==> src/rtl/dec_multip_pkg.sv <==
// dec_multip_pkg: shared constants for the Q0.DW triple-multiplier pipeline.
//   DW_DEF  : default operand/result width
//   PW1/PW2 : exact product widths after the first and second multiply
//   LATENCY : din_vld sample to dout_vld, in clk cycles
//   RND     : round-half-up constant, weight of the first discarded bit
package dec_multip_pkg;

    localparam int DW_DEF  = 8;
    localparam int PW1     = 2 * DW_DEF;
    localparam int PW2     = 3 * DW_DEF;
    localparam int LATENCY = 2;
    localparam logic [PW2-1:0] RND = PW2'(1) << (2 * DW_DEF - 1);

endpackage

==> src/rtl/dec_multip_stage.sv <==
// dec_multip_stage: one registered unsigned multiply with valid pass-through.
//   clk, rst (async, active-high)
//   a_i [AW], b_i [BW], vld_i : operands and their qualifier
//   p_o [AW+BW], vld_o        : exact registered product and delayed valid
// The product register loads only on vld_i, so idle/X operands never enter it
// and the previous product is held. The valid register updates every cycle.
module dec_multip_stage
    import dec_multip_pkg::*;
#(
    parameter int AW = DW_DEF,
    parameter int BW = DW_DEF
) (
    input  logic             clk,
    input  logic             rst,
    input  logic [AW-1:0]    a_i,
    input  logic [BW-1:0]    b_i,
    input  logic             vld_i,
    output logic [AW+BW-1:0] p_o,
    output logic             vld_o
);

    localparam int PW = AW + BW;

    logic [PW-1:0] p_d, p_q;
    logic          vld_q;

    // Widen both operands first so the multiply is exact at PW bits.
    assign p_d = PW'(a_i) * PW'(b_i);

    always_ff @(posedge clk or posedge rst) begin
        if (rst) begin
            p_q   <= '0;
            vld_q <= 1'b0;
        end else begin
            vld_q <= vld_i;
            if (vld_i) p_q <= p_d;
        end
    end

    assign p_o   = p_q;
    assign vld_o = vld_q;

endmodule

==> src/rtl/dec_multip_pipe.sv <==
// dec_multip_pipe: pipelined unsigned Q0.DW triple multiplier, y = a*b*c.
//   clk      : clock, rising edge
//   rstn     : asynchronous reset, ACTIVE-HIGH despite the name
//   din_a/b/c: Q0.DW operands, din_vld qualifies them (no backpressure)
//   dout_y   : Q0.DW result, dout_vld qualifies it; latency 2, throughput 1
// Build option: DEC_MULTIP_ROUND_EN -> round half up and saturate instead of
// truncating. Latency is identical in both builds.
module dec_multip_pipe
    import dec_multip_pkg::*;
#(
    parameter int DW = DW_DEF
) (
    input  logic          clk,
    input  logic          rstn,
    input  logic [DW-1:0] din_a,
    input  logic [DW-1:0] din_b,
    input  logic [DW-1:0] din_c,
    input  logic          din_vld,
    output logic [DW-1:0] dout_y,
    output logic          dout_vld
);

    // Derived from the instance width so non-default DW stays consistent.
    localparam int P1 = 2 * DW;
    localparam int P2 = 3 * DW;

    logic [P1-1:0] p1;
    logic          v1;
    logic [DW-1:0] c1_q;
    logic [P2-1:0] q2;
    logic          v2;

    // Stage 1: a*b, exact.
    dec_multip_stage #(.AW(DW), .BW(DW)) u_s1 (
        .clk   (clk),
        .rst   (rstn),
        .a_i   (din_a),
        .b_i   (din_b),
        .vld_i (din_vld),
        .p_o   (p1),
        .vld_o (v1)
    );

    // c travels alongside the stage-1 product, gated the same way.
    always_ff @(posedge clk or posedge rstn) begin
        if (rstn)         c1_q <= '0;
        else if (din_vld) c1_q <= din_c;
    end

    // Stage 2: (a*b)*c, exact. Holding q2 while idle is what keeps dout_y.
    dec_multip_stage #(.AW(P1), .BW(DW)) u_s2 (
        .clk   (clk),
        .rst   (rstn),
        .a_i   (p1),
        .b_i   (c1_q),
        .vld_i (v1),
        .p_o   (q2),
        .vld_o (v2)
    );

    assign dout_vld = v2;

`ifdef DEC_MULTIP_ROUND_EN
    localparam logic [P2:0] RND_L = (P2+1)'(1) << (P1 - 1);

    logic [P2:0] sum;
    logic [DW:0] y_wide;

    // One spare bit on the sum catches the carry out of rounding.
    assign sum    = {1'b0, q2} + RND_L;
    assign y_wide = sum[P2:P1];

    always_comb begin
        dout_y = y_wide[DW-1:0];
        if (y_wide[DW]) dout_y = '1;
    end
`else
    // Truncate: drop the 2*DW fractional bits below the Q0.DW result.
    assign dout_y = q2[P2-1:P1];
`endif

endmodule

==> config.mk <==
export PLATFORM = sky130hd
export DESIGN_NAME = dec_multip_pipe
export DESIGN_NICKNAME = d
export VERILOG_FILES = /design/src/rtl/dec_multip_pkg.sv /design/src/rtl/dec_multip_stage.sv /design/src/rtl/dec_multip_pipe.sv
export SDC_FILE = /design/constraint.sdc
export NUM_CORES = 1
export LEC_CHECK = 0
export ABC_AREA = 1
export CAP_MARGIN = 20
export CORE_ASPECT_RATIO = 1.5
export CORE_MARGIN = 2
export CORE_UTILIZATION = 25
export CTS_CLUSTER_SIZE = 30
export DETAILED_ROUTE_END_ITERATION = 8
export PLACE_DENSITY = 0.38
export SETUP_SLACK_MARGIN = 0.1
export SKIP_LAST_GASP = 1
export SLEW_MARGIN = 10
export SYNTH_ARGS = -nofsm -noshare
export SYNTH_HDL_FRONTEND = slang
export SYNTH_HIERARCHICAL = 1
export SYNTH_SLANG_ARGS = --single-unit
==> constraint.sdc <==
create_clock -name clk -period 4.2 [get_ports clk]
set_clock_uncertainty 0.05 [all_clocks]
set_input_delay 0.84 -clock clk [delete_from_list [all_inputs] [get_ports clk]]
set_output_delay 0.84 -clock clk [all_outputs]
set_load 0.005 [all_outputs]
-- Word-level counts from Yosys, hierarchy flattened
Cells that the tools add are included.
- register bits after elaboration: 50
- input bits: 27
- output and inout port bits: 9
- word-level logic and storage cells: 7
- multiply operators: 2
- operators by type and width (kind ; number):
    multiplier 16 x 8 -> 24 bit ; 1
    multiplier 8 x 8 -> 16 bit ; 1

-- Longest topological paths before layout
Gate-level depths: netlist of the first run.
- depth after elaboration: 1
- depth in mapped cells: 24
- mapped depth without buffers: 22

-- By module
Netlist of the first run, hierarchy kept.
- by module, submodules not included (module ; times used ; cells an instance ; area an instance (µm²) ; sequential area each (µm²)):
    dec_multip_stage at u_s2 ; 1 ; 809 ; 5561.6 ; 625.6
    dec_multip_stage at u_s1 ; 1 ; 433 ; 3000.4 ; 425.4
    dec_multip_pipe ; 1 ; 35 ; 309.0 ; 200.2

-- Worst setup path after synthesis of the first run
OpenSTA, ideal clock, no wires.
- path type: in2reg
- start: input port din_b[7]
- end: register u_s1.p_q[15] (netlist: u_s1/p_o[15])
- setup time: 0.117 ns
- data arrival time: 4.281 ns
- data required time: 4.033 ns
- setup slack: -0.248 ns
- cell stages on the path: 18
- buffers on the path: 1
- cell sequence: clkbuf_1 nand2_1 fa_1 fa_1 inv_1 fa_1 inv_1 fa_1 inv_1 ha_1 nand2_2 nor2_2 and2_1 nand2_2 nand3_2 nand2_1 nand3_1 nand2_1
- cells in the longest elaborated chain, start to end: 1
- ends and longest elaborated chain (item ; line ; text):
    start: declaration ; dec_multip_pipe.sv:16 ; input logic [DW-1:0] din_b,
    multiplier 8 x 8 -> 16 bit ; dec_multip_stage.sv:28 ; assign p_d = PW'(a_i) * PW'(b_i);
    end signal: assignment ; dec_multip_stage.sv:36 ; if (vld_i) p_q <= p_d;
    end: declaration ; dec_multip_stage.sv:24 ; logic [PW-1:0] p_d, p_q;
Every way passes these cells.
A chain may end at the register's enable or synchronous reset.

-- Final worst setup path of the first run
- start: register c1_q[2]
- end: register u_s2.p_q[23] (netlist: u_s2/p_o[23])
- cells in the longest elaborated chain, start to end: 1
- ends and longest elaborated chain (item ; line ; text):
    start: declaration ; dec_multip_pipe.sv:29 ; logic [DW-1:0] c1_q;
    start signal: assignment ; dec_multip_pipe.sv:47 ; else if (din_vld) c1_q <= din_c;
    multiplier 16 x 8 -> 24 bit ; dec_multip_stage.sv:28 ;
    end signal: assignment ; dec_multip_stage.sv:36 ;
    end: declaration ; dec_multip_stage.sv:24 ;
Every way passes these cells.

==> results of run 1 <==
[per-stage QoR]
stage                     hold slack [ns]  TNS, ns  instances
after CTS                           0.435        0       1693
after detailed placement            0.417    -6.43       1684
final                               0.421        0       1697
after global routing                0.457   -0.179       1697
after global placement              0.414    -5.90       1684
after floorplan                     0.365        0       1204
[repair_timing]
| item | CTS | global route |
|---|---|---|
| setup buffers | 1 | 4 |
| hold endpoints to repair | 0 | 0 |
| pin swaps | 22 | 42 |
| cloned | 0 | 0 |
| setup endpoints to repair | 19 | 18 |
| resized for setup | 69 | 121 |
[metal layers]
layer  part of all wire (%)  wire, µm  track usage (%)
met1                     38      8100             13.4
met4                    2.1       456             3.65
met5                      0         0                0
met2                     59     12400             28.3
met3                    1.2       256             1.02
[flip-flops by register name (all words and copies together) (netlist names)]
| register | count |
|---|---|
| u_s1/p_o | 16 |
| c1_q | 8 |
| u_s2/vld_o | 1 |
| u_s2/p_o | 8 |
| u_s1/vld_o | 1 |
[critical path: stages (launching register included)]
cell,delay [ns]
dfrtp_2,0.51
buf_6,0.17
nand2_1,0.05
inv_1,0.06
fa_1,0.53
fa_2,0.45
fa_1,0.49
inv_1,0.05
fa_1,0.49
inv_2,0.05
ha_4,0.26
nand2_1,0.05
inv_2,0.05
buf_4,0.12
nand2_2,0.08
inv_2,0.05
nand2_1,0.04
nand2_1,0.07
nand2_2,0.08
nand3_2,0.06
nand2_1,0.05
nand3_1,0.06
nand2_1,0.05
[how the worst max path moves through the flow]
stage,start,end,slack (ns),cells after the start
4_1_cts,din_a[7],u_s1/p_o[15],0.06,18
6_report,c1_q[2],u_s2/p_o[23],0.14,22
3_3_place_gp,din_a[5],u_s1/p_o[12],-0.61,16
2_1_floorplan,din_b[4],u_s1/p_o[14],0.07,21
5_1_grt,c1_q[2],u_s2/p_o[23],-0.05,22
3_5_place_dp,din_b[4],u_s1/p_o[15],-0.62,19
[final cells by class]
| cell class | instances | share of cell area (%) |
|---|---|---|
| clock buffers | 5 | 1.22 |
| clock inverters | 3 | 0.671 |
| inverters | 368 | 13.5 |
| multi-input cells | 747 | 60.4 |
| flip-flops and latches | 34 | 8.39 |
| well taps | 415 | 5.06 |
| repair buffers | 125 | 10.8 |
==> impl_metrics.toml, run 1 <==
[cells_and_area]
final_cell_mix = "376 x nand2_1, 341 x inv_1, 115 x fa_1, 78 x buf_4, 64 x ha_1"
design_area_mm2 = 0.0103
fin_util_pct = 31.6
antenna_cells = 0
multi_input_area_mm2 = 0.00620
fill_cells = 3652
fin_nets = 1508
final_common_cell = "nand2_1"
area_delta_synth_final_pct = 25.2
ff_latch_area_um2 = 861
drive_gt1_share_pct = 20.1

[global_routing]
grt_usage_pct = 13.2
grt_max_degree = 23
grt_remaining_overflow = 0
antenna_found_initial = 0
grt_pass1_wl_um = 37000
grt_pass1_vias = 7647

[detailed_routing]
drc = 0
vias = 6900
vias_per_cell = 4.07
drt.antenna.violating_nets = 0
wl_per_cell_um = 12.5
dr.pass1.iters = 4
drt-initial-drc-count = 116
wl_um = 21300

[floorplanning]
die_h_um = 226
core_mm2 = 0.0324
io_pins = 36
initial_core_util_pct = 25.3
num_rows = 81
die_area_mm2 = 0.0343
die_x_um = 152

[clocking]
cts_made_buffers = 5
cts_max_level = 2
cts_tree = "done"
cts.root.buffer_cell = "clkbuf_16"
clock-sinks = 34
cts_hold_buf = 0
clock_latency_ns = 0.29
clk_pin_slew_ns = 0.06
cts_buffer_depth = 2

[timing]
period_share_pct = 96.8
clock.fmax_ghz = 0.246
max_slew_margin_pct = 53.5
worst_slack_ns = 0.136
rsz0062_at_grt = "true"
finalHoldViolCount = 0
tightest_slew_ns = 0.697
finalMaxSlewViolations = 0
setup_viol = 0
period_needed_ns = 4.06

[synth]
synth_fp_nets = 1431
syn_avg_cell_area_um2 = 6.80
synth_area_mm2 = 0.00819
ys_warn_count = 6
synthCells = 1204

[setup_path]
cp.required_ns = 4.33
r2r_start = "c1_q[2]"
path_class = "flop to flop"
setup.worst_path.start_class = "flop"
r2r_setup_slack_ns = 0.14
cp.arrival_ns = 4.19
worst_setup_path_end_kind = "flop"
r2r_cells = 22
cp_max_fo = 8
r2r-end = "u_s2/p_o[23]"

[min_path]
hold_path_depth = 2
worstHoldStart = "u_s2/p_o[22]"
hold_end = "u_s2/p_o[22]"
min_path_type = "flop to flop"

[flow_run]
drv_cap = 0

[placement]
dp_hpwl_um = 18800
dp_slack_ns = -0.624
placed_area_mm2 = 0.00961
port_buffers = 35
gp_congestion = 0.808

[status]
outcome = "completed"
Power of run 1 is left out: the tool's default activity adds up to more than one toggle a clock period on the data nets, which glitch-free logic cannot reach.
==> inputs of run 2 (changes only) <==
--- a/config.mk
+++ b/config.mk
@@ -10,6 +10,7 @@
 export CORE_ASPECT_RATIO = 1.5
 export CORE_MARGIN = 2
 export CORE_UTILIZATION = 25
+export CTS_BUF_LIST = sky130_fd_sc_hd__clkbuf_2
 export CTS_CLUSTER_SIZE = 30
 export DETAILED_ROUTE_END_ITERATION = 8
 export PLACE_DENSITY = 0.38
==> constraint.sdc (replaced) <==
create_clock -name clk -period 4.2 [get_ports clk]
set_clock_uncertainty 0.05 [all_clocks]
set_input_delay 0.42 -clock clk [delete_from_list [all_inputs] [get_ports clk]]
set_output_delay 0.42 -clock clk [all_outputs]
set_load 0.005 [all_outputs]
==> run 2 against run 1 <==
First-iteration DRC count up 37%. Highest routed layer unchanged. Critical path depth down 2. Worst hold slack worse by 0.066 ns. Flip-flop and latch count is the same. Die area unchanged. Fmax fell by 1.0%. Routed wire length rose by 0.58%. Global-route usage fell by 0.16 points. Register-to-register slack got worse by 0.04 ns. Critical path type unchanged. Core utilization is 0.66 points lower. Final cell count grew 0.18%. Sequential share of layout area rose by 0.15 points.
==> impl_metrics.toml, run 2 (same netlist as run 1, synthesis figures left out) <==
[setup_path]
setup.worst_path.start_class = "flop"
slowest_stage = "dfrtp_2"
worst_setup_path_end_kind = "flop"
crit_cells = 20
cp.arrival_ns = 4.41
path_buf_inv = 6
r2r_start = "c1_q[2]"
r2r_cells = 20
path_class = "flop to flop"
crit_start = "c1_q[2]"
crit_chain = "buf_6 -> nand2_1 -> inv_1 -> fa_2 -> fa_1 -> fa_1 -> inv_1 -> fa_1 -> inv_2 -> ha_4 -> nand2_1 -> inv_2 -> buf_6 -> nand2_4 -> nor2_2 -> nand3_4 -> nand3_2 -> nand2_1 -> nand3_1 -> nand2_1"
crit_path_frequent_cell = "nand2_1"
cp.required_ns = 4.51
crit_family = "adder cells"
slowest_delay_ns = 0.55
cp_max_fo = 7

[timing]
period_needed_ns = 4.11
max_slew_margin_pct = 51.5
tightest_slew_ns = 0.726
finalHoldViolCount = 0
setup_viol = 0
clock.fmax_ghz = 0.243
finalMaxSlewViolations = 0
setup_tns_ns = 0
rsz0062_at_grt = "true"
period_share_pct = 97.8
worst_slack_ns = 0.0928

[floorplanning]
die_h_um = 226
die_area_mm2 = 0.0343
die_x_um = 152
num_rows = 81
core_mm2 = 0.0324
io_pins = 36
initial_core_util_pct = 25.3

[global_routing]
grt_usage_pct = 13.1
grt_pass1_vias = 7471
antenna_found_initial = 1
grt_max_degree = 24
grt_pass1_wl_um = 36000
grt_remaining_overflow = 0

[cells_and_area]
fill_cells = 3648
area_delta_synth_final_pct = 22.7
fin_util_pct = 31.0
largest_reg_flops = 16
design_area_mm2 = 0.0100
final_common_cell = "nand2_1"
drive_gt1_share_pct = 15.9
fin_nets = 1510
final_cell_mix = "394 x nand2_1, 353 x inv_1, 116 x fa_1, 82 x buf_4, 67 x ha_1"

[placement]
dp_hpwl_um = 19000
dp_slack_ns = -0.349
gp_congestion = 0.779
placed_area_mm2 = 0.00959
port_buffers = 35

[clocking]
clock-sinks = 34
clk_pin_slew_ns = 0.25
cts_hold_buf = 0
cts_made_buffers = 5
cts_tree = "done"
cts_buffer_depth = 2
clock_latency_ns = 0.47
cts_max_level = 2
cts.root.buffer_cell = "clkbuf_2"

[status]
outcome = "completed"

[detailed_routing]
wl_per_cell_um = 12.6
drt-initial-drc-count = 159
wl_um = 21400
vias_per_cell = 4.04
dr.pass1.iters = 5
vias = 6862
drt.antenna.violating_nets = 0
drc = 0

[min_path]
min_path_type = "input port to async pin"

[flow_run]
drv_cap = 0
-- run 2: changes by cell type in the layout (fill, tap and decap cells not counted), moves of 6 or more --
| cell | change |
|---|---|
| inv_2 | -12 |
| inv_1 | +12 |
| buf_6 | -6 |
| nand2_2 | -15 |
| clkdlybuf4s50_1 | +8 |
| nand2_1 | +18 |
-- run 2: final cells by class --
| class | instances | area (µm²) | area share (%) |
|---|---|---|---|
| well taps | 415 | 519 | 5.17 |
| clock buffers | 5 | 25.0 | 0.249 |
| flip-flops and latches | 34 | 858 | 8.54 |
| diodes | 1 | 2.50 | 0.0249 |
| repair buffers | 127 | 1150 | 11.5 |
| multi-input cells | 747 | 6040 | 60.1 |
| clock inverters | 3 | 68.8 | 0.685 |
| inverters | 368 | 1380 | 13.7 |
-- run 2: final timing paths --
kind,endpoint,slack [ns]
min in group clk,c1_q[3],0.42
worst max register to register,u_s2/p_o[23],0.09
worst min register to register,u_s2/p_o[19],0.46
worst min-delay path,u_s2/p_o[22],0.36
worst max-delay path,u_s2/p_o[23],0.09
max in group asynchronous,u_s1/p_o[6],3.04
-- run 2: worst register-to-register path, delay by kind of cell (launching register included) --
kind / cells / cell delay (ns)
AND/OR/NAND/NOR: 9 / 0.65
flip-flops: 1 / 0.55
adder cells (fa/ha/maj): 5 / 2.26
buffers and inverters: 6 / 0.50
-- run 2: per-layer routing --
layer / track usage (%) / up-vias / share of wire [%]
met5: 0 / - / 0
met4: 3.71 / 0 / 2.2
met3: 0.883 / 24 / 1.1
met2: 28.4 / 57 / 59
met1: 12.9 / 3239 / 38
li1: - / 3542 / -
-- run 2: stage by stage --
stage	hold slack [ns]	instances
2_1_floorplan	0.186	1204
3_3_place_gp	0.415	1689
3_5_place_dp	0.419	1689
4_1_cts	0.363	1699
5_1_grt	0.368	1700
6_report	0.355	1700
-- run 2: what timing repair did --
| item | 4_1_cts | 5_1_grt |
|---|---|---|
| endpoints found under the setup margin | 8 | 16 |
| gates resized for setup | 45 | 38 |
| pin swaps | 31 | 13 |
| buffers inserted | 2 | 0 |
Power of run 2 is left out for the same reason.
